File: src/rtl/rsa_sram_fetch_ctrl_if.sv
// ---------------------------------------------------------------------------
// rsa_sram_fetch_ctrl_if
//
// Bundles the two buses owned by the RSA operand fetch sequencer:
//   - the read port of the 256x32 operand SRAM (sram_en / sram_addr / sram_data)
//   - the tagged word stream towards the RSA datapath
//     (out_valid / out_ready / out_data / out_sel / out_idx / out_last)
//
// Stream handshake: a word moves only in a cycle where out_valid and
// out_ready are both high. While out_valid is high and out_ready is low, the
// producer keeps out_data, out_sel, out_idx and out_last unchanged. out_valid
// never depends on out_ready; out_ready may depend on out_valid.
//
// Modports:
//   master : the fetch sequencer (drives SRAM en/addr and the stream)
//   slave  : the SRAM + datapath side (returns sram_data and out_ready)
//
// Parameter:
//   IDX_W  : width of out_idx, log2 of the words per segment
// ---------------------------------------------------------------------------
interface rsa_sram_fetch_ctrl_if #(
    parameter int IDX_W = 6
);
    // SRAM read port
    logic             sram_en;
    logic [7:0]       sram_addr;
    logic [31:0]      sram_data;

    // Tagged word stream to the RSA core
    logic             out_valid;
    logic             out_ready;
    logic [31:0]      out_data;
    logic [1:0]       out_sel;
    logic [IDX_W-1:0] out_idx;
    logic             out_last;

    modport master (
        output sram_en,
        output sram_addr,
        input  sram_data,
        output out_valid,
        input  out_ready,
        output out_data,
        output out_sel,
        output out_idx,
        output out_last
    );

    modport slave (
        input  sram_en,
        input  sram_addr,
        output sram_data,
        input  out_valid,
        output out_ready,
        input  out_data,
        input  out_sel,
        input  out_idx,
        input  out_last
    );
endinterface

File: src/rtl/rsa_sram_fetch_ctrl.sv
// ---------------------------------------------------------------------------
// rsa_sram_fetch_ctrl
//
// Read sequencer between the 256x32 operand SRAM and the RSA datapath. One
// pass streams the modulus N, then the key, then the message blocks, each a
// segment of WORDS words, as a valid/ready stream tagged with segment and
// index. Core backpressure is absorbed by simply not issuing the next SRAM
// read: the SRAM holds its output while sram_en is low, so the presented word
// stays put until it is accepted.
//
// Parameters:
//   WORDS     : words per segment (power of two, 2..64)
//   DATA_BASE : SRAM base address of the message blocks
//   KEY_BASE  : SRAM base address of the E/D key
//   MOD_BASE  : SRAM base address of the modulus N
//
// Ports:
//   clk       : clock, all state on the rising edge
//   rst       : asynchronous active-high reset
//   start     : one-cycle pass request, ignored while busy
//   abort     : synchronous cancel of the current pass (no done pulse)
//   busy      : pass in progress (STREAM or DONE)
//   done      : one-cycle pulse after the final word's handshake
//   dbg_state : current FSM state (0 IDLE, 1 STREAM, 2 DONE)
//   bus       : SRAM read port and tagged output stream (master side)
// ---------------------------------------------------------------------------
module rsa_sram_fetch_ctrl #(
    parameter int WORDS     = 64,
    parameter int DATA_BASE = 0,
    parameter int KEY_BASE  = 64,
    parameter int MOD_BASE  = 128
) (
    input  logic                 clk,
    input  logic                 rst,
    input  logic                 start,
    input  logic                 abort,
    output logic                 busy,
    output logic                 done,
    output logic [1:0]           dbg_state,
    rsa_sram_fetch_ctrl_if.master bus
);

    localparam int IDX_W = $clog2(WORDS);
    localparam logic [IDX_W-1:0] IDX_MAX = IDX_W'(WORDS - 1);

    // Bases are reduced to the 8-bit SRAM address space; base+idx wraps
    // past 255 silently.
    localparam logic [7:0] MOD_B  = 8'(MOD_BASE);
    localparam logic [7:0] KEY_B  = 8'(KEY_BASE);
    localparam logic [7:0] DATA_B = 8'(DATA_BASE);

    typedef enum logic [1:0] {
        ST_IDLE   = 2'd0,
        ST_STREAM = 2'd1,
        ST_DONE   = 2'd2
    } state_t;

    // Segment tag values double as the out_sel encoding.
    typedef enum logic [1:0] {
        SEG_MOD  = 2'd0,
        SEG_KEY  = 2'd1,
        SEG_DATA = 2'd2
    } seg_t;

    state_t           state_q, state_d;
    seg_t             seg_q, seg_d;
    logic [IDX_W-1:0] idx_q, idx_d;

    // Combinational outputs
    logic             sram_en_c;
    logic [7:0]       sram_addr_c;
    logic             out_valid_c;
    logic             done_c;

    // Position bookkeeping for the word currently on the stream
    logic             idx_wrap;
    logic             final_word;
    logic             handshake;
    seg_t             nxt_seg;
    logic [IDX_W-1:0] nxt_idx;

    // -----------------------------------------------------------------------
    // Address of word (s, i): segment base plus index, truncated to 8 bits.
    // -----------------------------------------------------------------------
    function automatic logic [7:0] word_addr(input seg_t s, input logic [IDX_W-1:0] i);
        logic [7:0] base;
        case (s)
            SEG_MOD: base = MOD_B;
            SEG_KEY: base = KEY_B;
            default: base = DATA_B;
        endcase
        return base + 8'(i);
    endfunction

    // Segment order MOD -> KEY -> DATA. DATA has no successor; the final
    // word's handshake leaves the stream before this would be used.
    function automatic seg_t seg_after(input seg_t s);
        case (s)
            SEG_MOD: return SEG_KEY;
            SEG_KEY: return SEG_DATA;
            default: return SEG_DATA;
        endcase
    endfunction

    // -----------------------------------------------------------------------
    // Next-position logic
    // -----------------------------------------------------------------------
    assign idx_wrap   = (idx_q == IDX_MAX);
    assign final_word = (seg_q == SEG_DATA) && idx_wrap;
    assign nxt_idx    = idx_wrap ? '0 : idx_q + IDX_W'(1);
    assign nxt_seg    = idx_wrap ? seg_after(seg_q) : seg_q;
    assign handshake  = out_valid_c && bus.out_ready;

    // -----------------------------------------------------------------------
    // State register
    // -----------------------------------------------------------------------
    always_ff @(posedge clk or posedge rst) begin
        if (rst) begin
            state_q <= ST_IDLE;
            seg_q   <= SEG_MOD;
            idx_q   <= '0;
        end else begin
            state_q <= state_d;
            seg_q   <= seg_d;
            idx_q   <= idx_d;
        end
    end

    // -----------------------------------------------------------------------
    // Next-state and output logic
    //
    // The SRAM read for a word is issued in the cycle the previous word is
    // accepted (or in the launch cycle for MOD[0]), so the new word shows up
    // on sram_data exactly when seg/idx step to it. Without a handshake no
    // read is issued and the SRAM output, hence out_data, holds.
    // -----------------------------------------------------------------------
    always_comb begin
        state_d     = state_q;
        seg_d       = seg_q;
        idx_d       = idx_q;
        sram_en_c   = 1'b0;
        sram_addr_c = 8'd0;
        out_valid_c = 1'b0;
        done_c      = 1'b0;

        unique case (state_q)
            ST_IDLE: begin
                // abort outranks start while idle
                if (start && !abort) begin
                    state_d     = ST_STREAM;
                    seg_d       = SEG_MOD;
                    idx_d       = '0;
                    sram_en_c   = 1'b1;
                    sram_addr_c = word_addr(SEG_MOD, '0);
                end
            end

            ST_STREAM: begin
                out_valid_c = 1'b1;
                if (abort) begin
                    // Any word offered this cycle counts as not transferred.
                    state_d = ST_IDLE;
                    seg_d   = SEG_MOD;
                    idx_d   = '0;
                end else if (bus.out_ready) begin
                    if (final_word) begin
                        state_d = ST_DONE;
                    end else begin
                        seg_d       = nxt_seg;
                        idx_d       = nxt_idx;
                        sram_en_c   = 1'b1;
                        sram_addr_c = word_addr(nxt_seg, nxt_idx);
                    end
                end
            end

            ST_DONE: begin
                done_c  = !abort;
                state_d = ST_IDLE;
                seg_d   = SEG_MOD;
                idx_d   = '0;
            end

            default: begin
                state_d = ST_IDLE;
                seg_d   = SEG_MOD;
                idx_d   = '0;
            end
        endcase
    end

    // -----------------------------------------------------------------------
    // Outputs
    // -----------------------------------------------------------------------
    assign busy          = (state_q != ST_IDLE);
    assign done          = done_c;
    assign dbg_state     = state_q;

    assign bus.sram_en   = sram_en_c;
    assign bus.sram_addr = sram_addr_c;
    assign bus.out_valid = out_valid_c;
    assign bus.out_data  = bus.sram_data;
    assign bus.out_sel   = seg_q;
    assign bus.out_idx   = idx_q;
    assign bus.out_last  = out_valid_c && final_word;

    // -----------------------------------------------------------------------
    // Protocol properties
    // -----------------------------------------------------------------------
    // A stalled word keeps its tag until accepted or aborted.
    stall_holds_tag: assert property (
        @(posedge clk) disable iff (rst)
        (bus.out_valid && !bus.out_ready && !abort)
            |=> ($stable(bus.out_sel) && $stable(bus.out_idx) && bus.out_valid)
    );

    // done is a single-cycle pulse that ends the pass.
    done_ends_pass: assert property (
        @(posedge clk) disable iff (rst)
        done |=> (!busy && !done)
    );

    // A read is only issued to launch a pass or to follow an accepted word.
    read_has_cause: assert property (
        @(posedge clk) disable iff (rst)
        bus.sram_en |-> ((state_q == ST_IDLE && start) || (handshake && !abort))
    );

endmodule
File: src/flat_wrapper.sv
// flat-port wrapper written by rule: the top's interface ports become plain ports
module rsa_sram_fetch_ctrl_flat 
#(
    parameter int WORDS     = 64,
    parameter int DATA_BASE = 0,
    parameter int KEY_BASE  = 64,
    parameter int MOD_BASE  = 128
)
  (clk, rst, start, abort, busy, done, dbg_state, bus_sram_en, bus_sram_addr, bus_sram_data, bus_out_valid, bus_out_ready, bus_out_data, bus_out_sel, bus_out_idx, bus_out_last);
  rsa_sram_fetch_ctrl_if bus_i ();
  input  logic clk;
  input  logic rst;
  input  logic start;
  input  logic abort;
  output logic busy;
  output logic done;
  output logic [1:0] dbg_state;
  output wire logic [$bits(bus_i.sram_en)-1:0] bus_sram_en;
  output wire logic [$bits(bus_i.sram_addr)-1:0] bus_sram_addr;
  input wire logic [$bits(bus_i.sram_data)-1:0] bus_sram_data;
  output wire logic [$bits(bus_i.out_valid)-1:0] bus_out_valid;
  input wire logic [$bits(bus_i.out_ready)-1:0] bus_out_ready;
  output wire logic [$bits(bus_i.out_data)-1:0] bus_out_data;
  output wire logic [$bits(bus_i.out_sel)-1:0] bus_out_sel;
  output wire logic [$bits(bus_i.out_idx)-1:0] bus_out_idx;
  output wire logic [$bits(bus_i.out_last)-1:0] bus_out_last;
  assign bus_sram_en = bus_i.sram_en;
  assign bus_sram_addr = bus_i.sram_addr;
  assign bus_i.sram_data = bus_sram_data;
  assign bus_out_valid = bus_i.out_valid;
  assign bus_i.out_ready = bus_out_ready;
  assign bus_out_data = bus_i.out_data;
  assign bus_out_sel = bus_i.out_sel;
  assign bus_out_idx = bus_i.out_idx;
  assign bus_out_last = bus_i.out_last;
  rsa_sram_fetch_ctrl #(.WORDS(WORDS), .DATA_BASE(DATA_BASE), .KEY_BASE(KEY_BASE), .MOD_BASE(MOD_BASE)) u_core (.clk(clk), .rst(rst), .start(start), .abort(abort), .busy(busy), .done(done), .dbg_state(dbg_state), .bus(bus_i));
endmodule
File: config.mk
export PLATFORM = sky130hd
export DESIGN_NAME = rsa_sram_fetch_ctrl_flat
export DESIGN_NICKNAME = d
export VERILOG_FILES = /design/src/rtl/rsa_sram_fetch_ctrl_if.sv /design/src/rtl/rsa_sram_fetch_ctrl.sv /design/src/flat_wrapper.sv
export SDC_FILE = /design/constraint.sdc
export NUM_CORES = 1
export LEC_CHECK = 0
export BUFFER_PORTS_ARGS = -buffer_cell sky130_fd_sc_hd__buf_4
export CORE_UTILIZATION = 36
export CTS_CLUSTER_DIAMETER = 150
export DETAILED_ROUTE_END_ITERATION = 7
export PLACE_DENSITY = 0.8
export REMOVE_ABC_BUFFERS = 1
export SETUP_SLACK_MARGIN = 0.02
export SLEW_MARGIN = 15
export SYNTH_ARGS = -nofsm -noshare
export SYNTH_HDL_FRONTEND = slang
export SYNTH_SLANG_ARGS = --single-unit
File: constraint.sdc
create_clock -name clk -period 2.09 [get_ports clk]
set_input_delay 0.209 -clock clk [delete_from_list [all_inputs] [get_ports clk]]
set_output_delay 0.209 -clock clk [all_outputs]
set_load 0.01 [all_outputs]
# After elaboration in Yosys (flattened, before gate mapping)
# Index checks and enable logic that the tools add are counted.
[totals]
ff_bits = 10
input_bits = 37
wordCells = 59
out_inout_bits = 55
[classes]
mux = 35
eq_ne = 9
addsub = 2
n_reduce_logical = 10
[ops]
columns = ["op", "count"]
rows = [
  ["$mux 8", 8],
  ["$pmux 8 s2", 2],
  ["$mux 6", 5],
  ["$mux 2", 10],
  ["$pmux 6 s2", 1],
  ["$add 8x6->8", 1],
  ["$pmux 2 s2", 2],
  ["$add 6x1->6 const B", 1],
  ["$eq 6x6->1 const B", 1],
  ["$logic_not 2->1", 3],
  ["$mux 1", 6],
  ["$ne 3x3->1 const B", 2],
  ["$reduce_and 3->1", 2],
  ["$eq 2x1->1 const B", 2],
  ["$eq 2x2->1 const B", 2],
  ["$logic_and 1x1->1", 3],
  ["$ne 3x2->1 const B", 1],
  ["$ne 2x1->1 const B", 1],
  ["$pmux 1 s2", 1],
  ["$reduce_bool 2->1", 1],
  ["$logic_not 1->1", 1],
]

# Longest topological paths before layout
[logic_depth]
word_depth = 14
depth_mapped = 5
mapped_depth_nobuf = 5

# Worst setup path after synthesis
# Ideal clock, no wire load.
[synth_path]
path_kind = "register -> output"
from = "register u_core.idx_q[0] (netlist: u_core.bus.out_idx[0])"
to = "output port bus_sram_addr[4]"
n_path_buf = 0
arrival_time_ns = 1.428
path_slack_ns = 0.453
required_time_ns = 1.881
stages_incl_launch_ff = 5
cell_sequence = "dfrtp_1 ha_1 and4b_1 and2_1 nor3_1"
[synth_via]
elab_chain_len = 7
elab_cells_between_ends = 9
cone_classes = "2 x add/sub; 1 x eq/ne; 5 x mux; 1 x reduce/logical"
[synth_rtl]
columns = ["item", "line", "source"]
rows = [
  ["start: declaration", "rsa_sram_fetch_ctrl.sv:67", "logic [IDX_W-1:0] idx_q, idx_d;"],
  ["start signal: assignment", "rsa_sram_fetch_ctrl.sv:125", "idx_q <= idx_d;"],
  ["$add 6x1->6 or $eq 6x6->1 (tied branches)", "rsa_sram_fetch_ctrl.sv:110, rsa_sram_fetch_ctrl.sv:108", ""],
  ["$mux 6", "rsa_sram_fetch_ctrl.sv:110", "assign nxt_idx = idx_wrap ? '0 : idx_q + IDX_W'(1);"],
  ["$add 8x6->8", "rsa_sram_fetch_ctrl.sv:92", "return base + 8'(i);"],
  ["$mux 8 (*)", "rsa_sram_fetch_ctrl.sv:166", "if (final_word) begin"],
  ["$mux 8 (*)", "rsa_sram_fetch_ctrl.sv:165", "end else if (bus.out_ready) begin"],
  ["$mux 8 (*)", "rsa_sram_fetch_ctrl.sv:160", "if (abort) begin"],
  ["$pmux 8 s2 (*)", "rsa_sram_fetch_ctrl.sv:146", "unique case (state_q)"],
  ["end: declaration", "flat_wrapper.sv:19", "output wire logic [$bits(bus_i.sram_addr)-1:0] bus_sram_addr;"],
]
# Mark *: on every way between the ends. The rest lies on a longest branch, timed or not.

# Worst setup path after layout
# Same ends and word-level chain as after synthesis.

==> flow_metrics.env <==
export IMPL_diodes=0
export IMPL_critPathMaxFanout=7
export IMPL_endpoint_kind="output port"
export IMPL_holdCritStartpoint="bus_out_ready"
export IMPL_setup_violations=0
export IMPL_setup_tns_final_ns=0
export IMPL_path_cells="ha_2, and4b_1, and2_1, nor3_2, buf_4"
export IMPL_arrival_ns=1.74
export IMPL_drc=0
export IMPL_grt_usage=0.238
export IMPL_synth_ff_type="dfrtp_1"
export IMPL_worst_pin_slew_ns=0.389
export IMPL_synth_cells_most_frequent="buf_4, dfrtp_1, nor2_1"
export IMPL_whs_path_depth=2
export IMPL_dp_hpwl_mm=2.61
export IMPL_worstHoldEndpoint="u_core.dbg_state[0]"
export IMPL_synthSimpleGateAreaFrac=0.236
export IMPL_fmax_ghz=0.514
export IMPL_area_growth_pct=4.42
export IMPL_power_density_nw_per_um2=476
export IMPL_die_h_um=52.9
export IMPL_crit_path_start_kind="register"
export IMPL_ys_seq_area_frac=0.268
export IMPL_reg2reg_from="u_core.bus.out_idx[0]"
export IMPL_period_needed_ns=1.95
export IMPL_synthXorXnorAreaFrac=0.0375
export IMPL_cts_tree="yes"
export IMPL_maxSlewHeadroom=0.740
export IMPL_r2r_cells=5
export IMPL_grt_pass1_wl_mm=4.32
export IMPL_cap_violations=0
export IMPL_drtPass1Iterations=4
export IMPL_num_nets_final=147
export IMPL_drive_gt1_frac=0.370
export IMPL_synth_top_family_by_area="buffers and inverters"
export IMPL_leakage_uw=0.000497
export IMPL_hp_class="input port to register"
export IMPL_rows=18
export IMPL_clkTransAtPathRegs_ns=0.07
export IMPL_fin_crit_sh=0.932
export IMPL_synthAdderAreaFrac=0.0134
export IMPL_run_status="finished, final reports clean"
export IMPL_coreArea_um2=2450
export IMPL_wl_mm=3.17
export IMPL_peakVddDrop_v=0.000176
export IMPL_fin_area_um2=975
export IMPL_synth_area_top_cells="dfrtp_1, buf_4, a21o_1"
export IMPL_slowest_delay_ns=0.45
export IMPL_slew_viol_final=0
export IMPL_port_buffers=27
export IMPL_initialDrtViolationCount=20
export IMPL_final_antenna_net_count=0
export IMPL_place_gp_congestion=0.864
export IMPL_synth_compound_area_frac=0.154
export IMPL_rsz0062_at_grt="false"
export IMPL_final_util=0.397
export IMPL_synthCells=110
export IMPL_grt_pass1_vias=692
export IMPL_io_pins=92
export IMPL_hold_viol=0
export IMPL_synthesis_area_um2=933
export IMPL_reg2reg_slack_ns=0.52
export IMPL_start_util=0.380
export IMPL_ctsLongestPathBuffers=2
export IMPL_critPathSlowestCell="dfrtp_1"
export IMPL_path_delay_family="simple AND/OR/NAND/NOR gates"
export IMPL_clock_skew_ns=0.000903
export IMPL_die_area_um2=2800
export IMPL_cts_num_sinks=10
export IMPL_avgSynthCellArea_um2=8.49
export IMPL_crit_type="register to output port"
export IMPL_synth_top_area_cell="dfrtp_1"
export IMPL_vias_per_cell=5.58
export IMPL_place_area_um2=921
export IMPL_worstReg2RegEnd="u_core.bus.out_idx[1]"
export IMPL_die_w_um=52.9
export IMPL_critical_path_depth=5
export IMPL_hold_ws_ns=0.182
export IMPL_muxShareOfSynthArea=0.0121
export IMPL_vias=770
export IMPL_globalRouteOverflowTotal=0
export IMPL_synth_top_area_share=0.268
export IMPL_power_total_uw=464
export IMPL_cts_inserted_buffers=3
export IMPL_synth_cell_type_count=36
export IMPL_detail_route_wl_per_cell_um=23.0
export IMPL_grt_max_degree=11
export IMPL_synth_edf_count=0
export IMPL_yosysMostFrequentCell="buf_4"
export IMPL_insertion_delay_ns=0.27
export IMPL_synth_async_reset_ratio=1.00
export IMPL_root_buffer="clkbuf_4"
export IMPL_synth_seq_cells=10
export IMPL_num_fill_cells=257
export IMPL_cp_num_buf_inv=1
export IMPL_htree_levels=1
export IMPL_crit_required_ns=1.88
export IMPL_ys_warn_count=0
export IMPL_antenna_found_initial=0
[area by class of cell]
type	count	area [µm²]	area share
Multi-Input combinational cell	64	430	0.442
Sequential cell	10	250	0.257
Timing Repair Buffer	28	213	0.218
Tap cell	30	37.5	0.0385
Clock buffer	4	36.3	0.0372
Inverter	2	7.51	0.00770
[report_power, final]
group / switching (µW) / internal (µW) / total (µW)
combinational: 39.0 / 36.6 / 75.6
clock: 75.4 / 106 / 181
sequential: 8.65 / 198 / 207
[per-layer routing]
metal  wire length, µm  track usage
met1              1240        0.273
met4                12       0.0526
met2              1230        0.308
met3               690        0.236
met5                 0            0
[metrics by stage]
step,setup WS (ns),instances
after floorplan,0.453,76
after global placement,0.438,133
after detailed placement,0.347,133
after CTS,0.0446,138
after global routing,0.0272,138
final,0.143,138
[cells in the final DEF, fill, tap and decap left out, drive strengths merged, types with 2 or more instances in the layout]
master and count:
and3 4, nand2 6, buf 27, clkbuf 4, a21o 5, a21oi 2, nor2 7, xnor2 3
a31oi 3, nand3 4, nor3 4, o21ai 5, dfrtp 10, or3 2, and2 3, inv 2
nor2b 2
[sequential cells by signal, indices dropped and copies added, names as in the netlist]
register and count:
u_core.bus.out_idx 6, u_core.bus.out_sel 2, u_core.dbg_state 2
[kinds of logic after synthesis]
family	count (synthesis)
simple gates	37
flops	10
buf+inv	36
xor+xnor	4
mux	1
compound gates	21
fa+ha+maj	1
[worst max-delay path by stage]
stage	slack, ns	from	endpoint
2_1_floorplan	0.45	u_core.bus.out_idx[0]	bus_sram_addr[4]
3_3_place_gp	0.44	u_core.bus.out_idx[0]	bus_sram_addr[4]
3_5_place_dp	0.35	u_core.bus.out_idx[0]	bus_sram_addr[4]
4_1_cts	0.04	u_core.bus.out_idx[0]	bus_sram_addr[4]
5_1_grt	0.03	u_core.bus.out_idx[2]	bus_sram_addr[5]
6_report	0.14	u_core.bus.out_idx[0]	bus_sram_addr[4]
[timing repair]
action / 4_1_cts / 5_1_grt
resized for setup: 0 / 2
setup buffers: 0 / 0
setup endpoints to repair: 0 / 2
hold endpoints to repair: 10 / 0
hold buffers: 1 / 0
(Power assumes the default switching activity.)
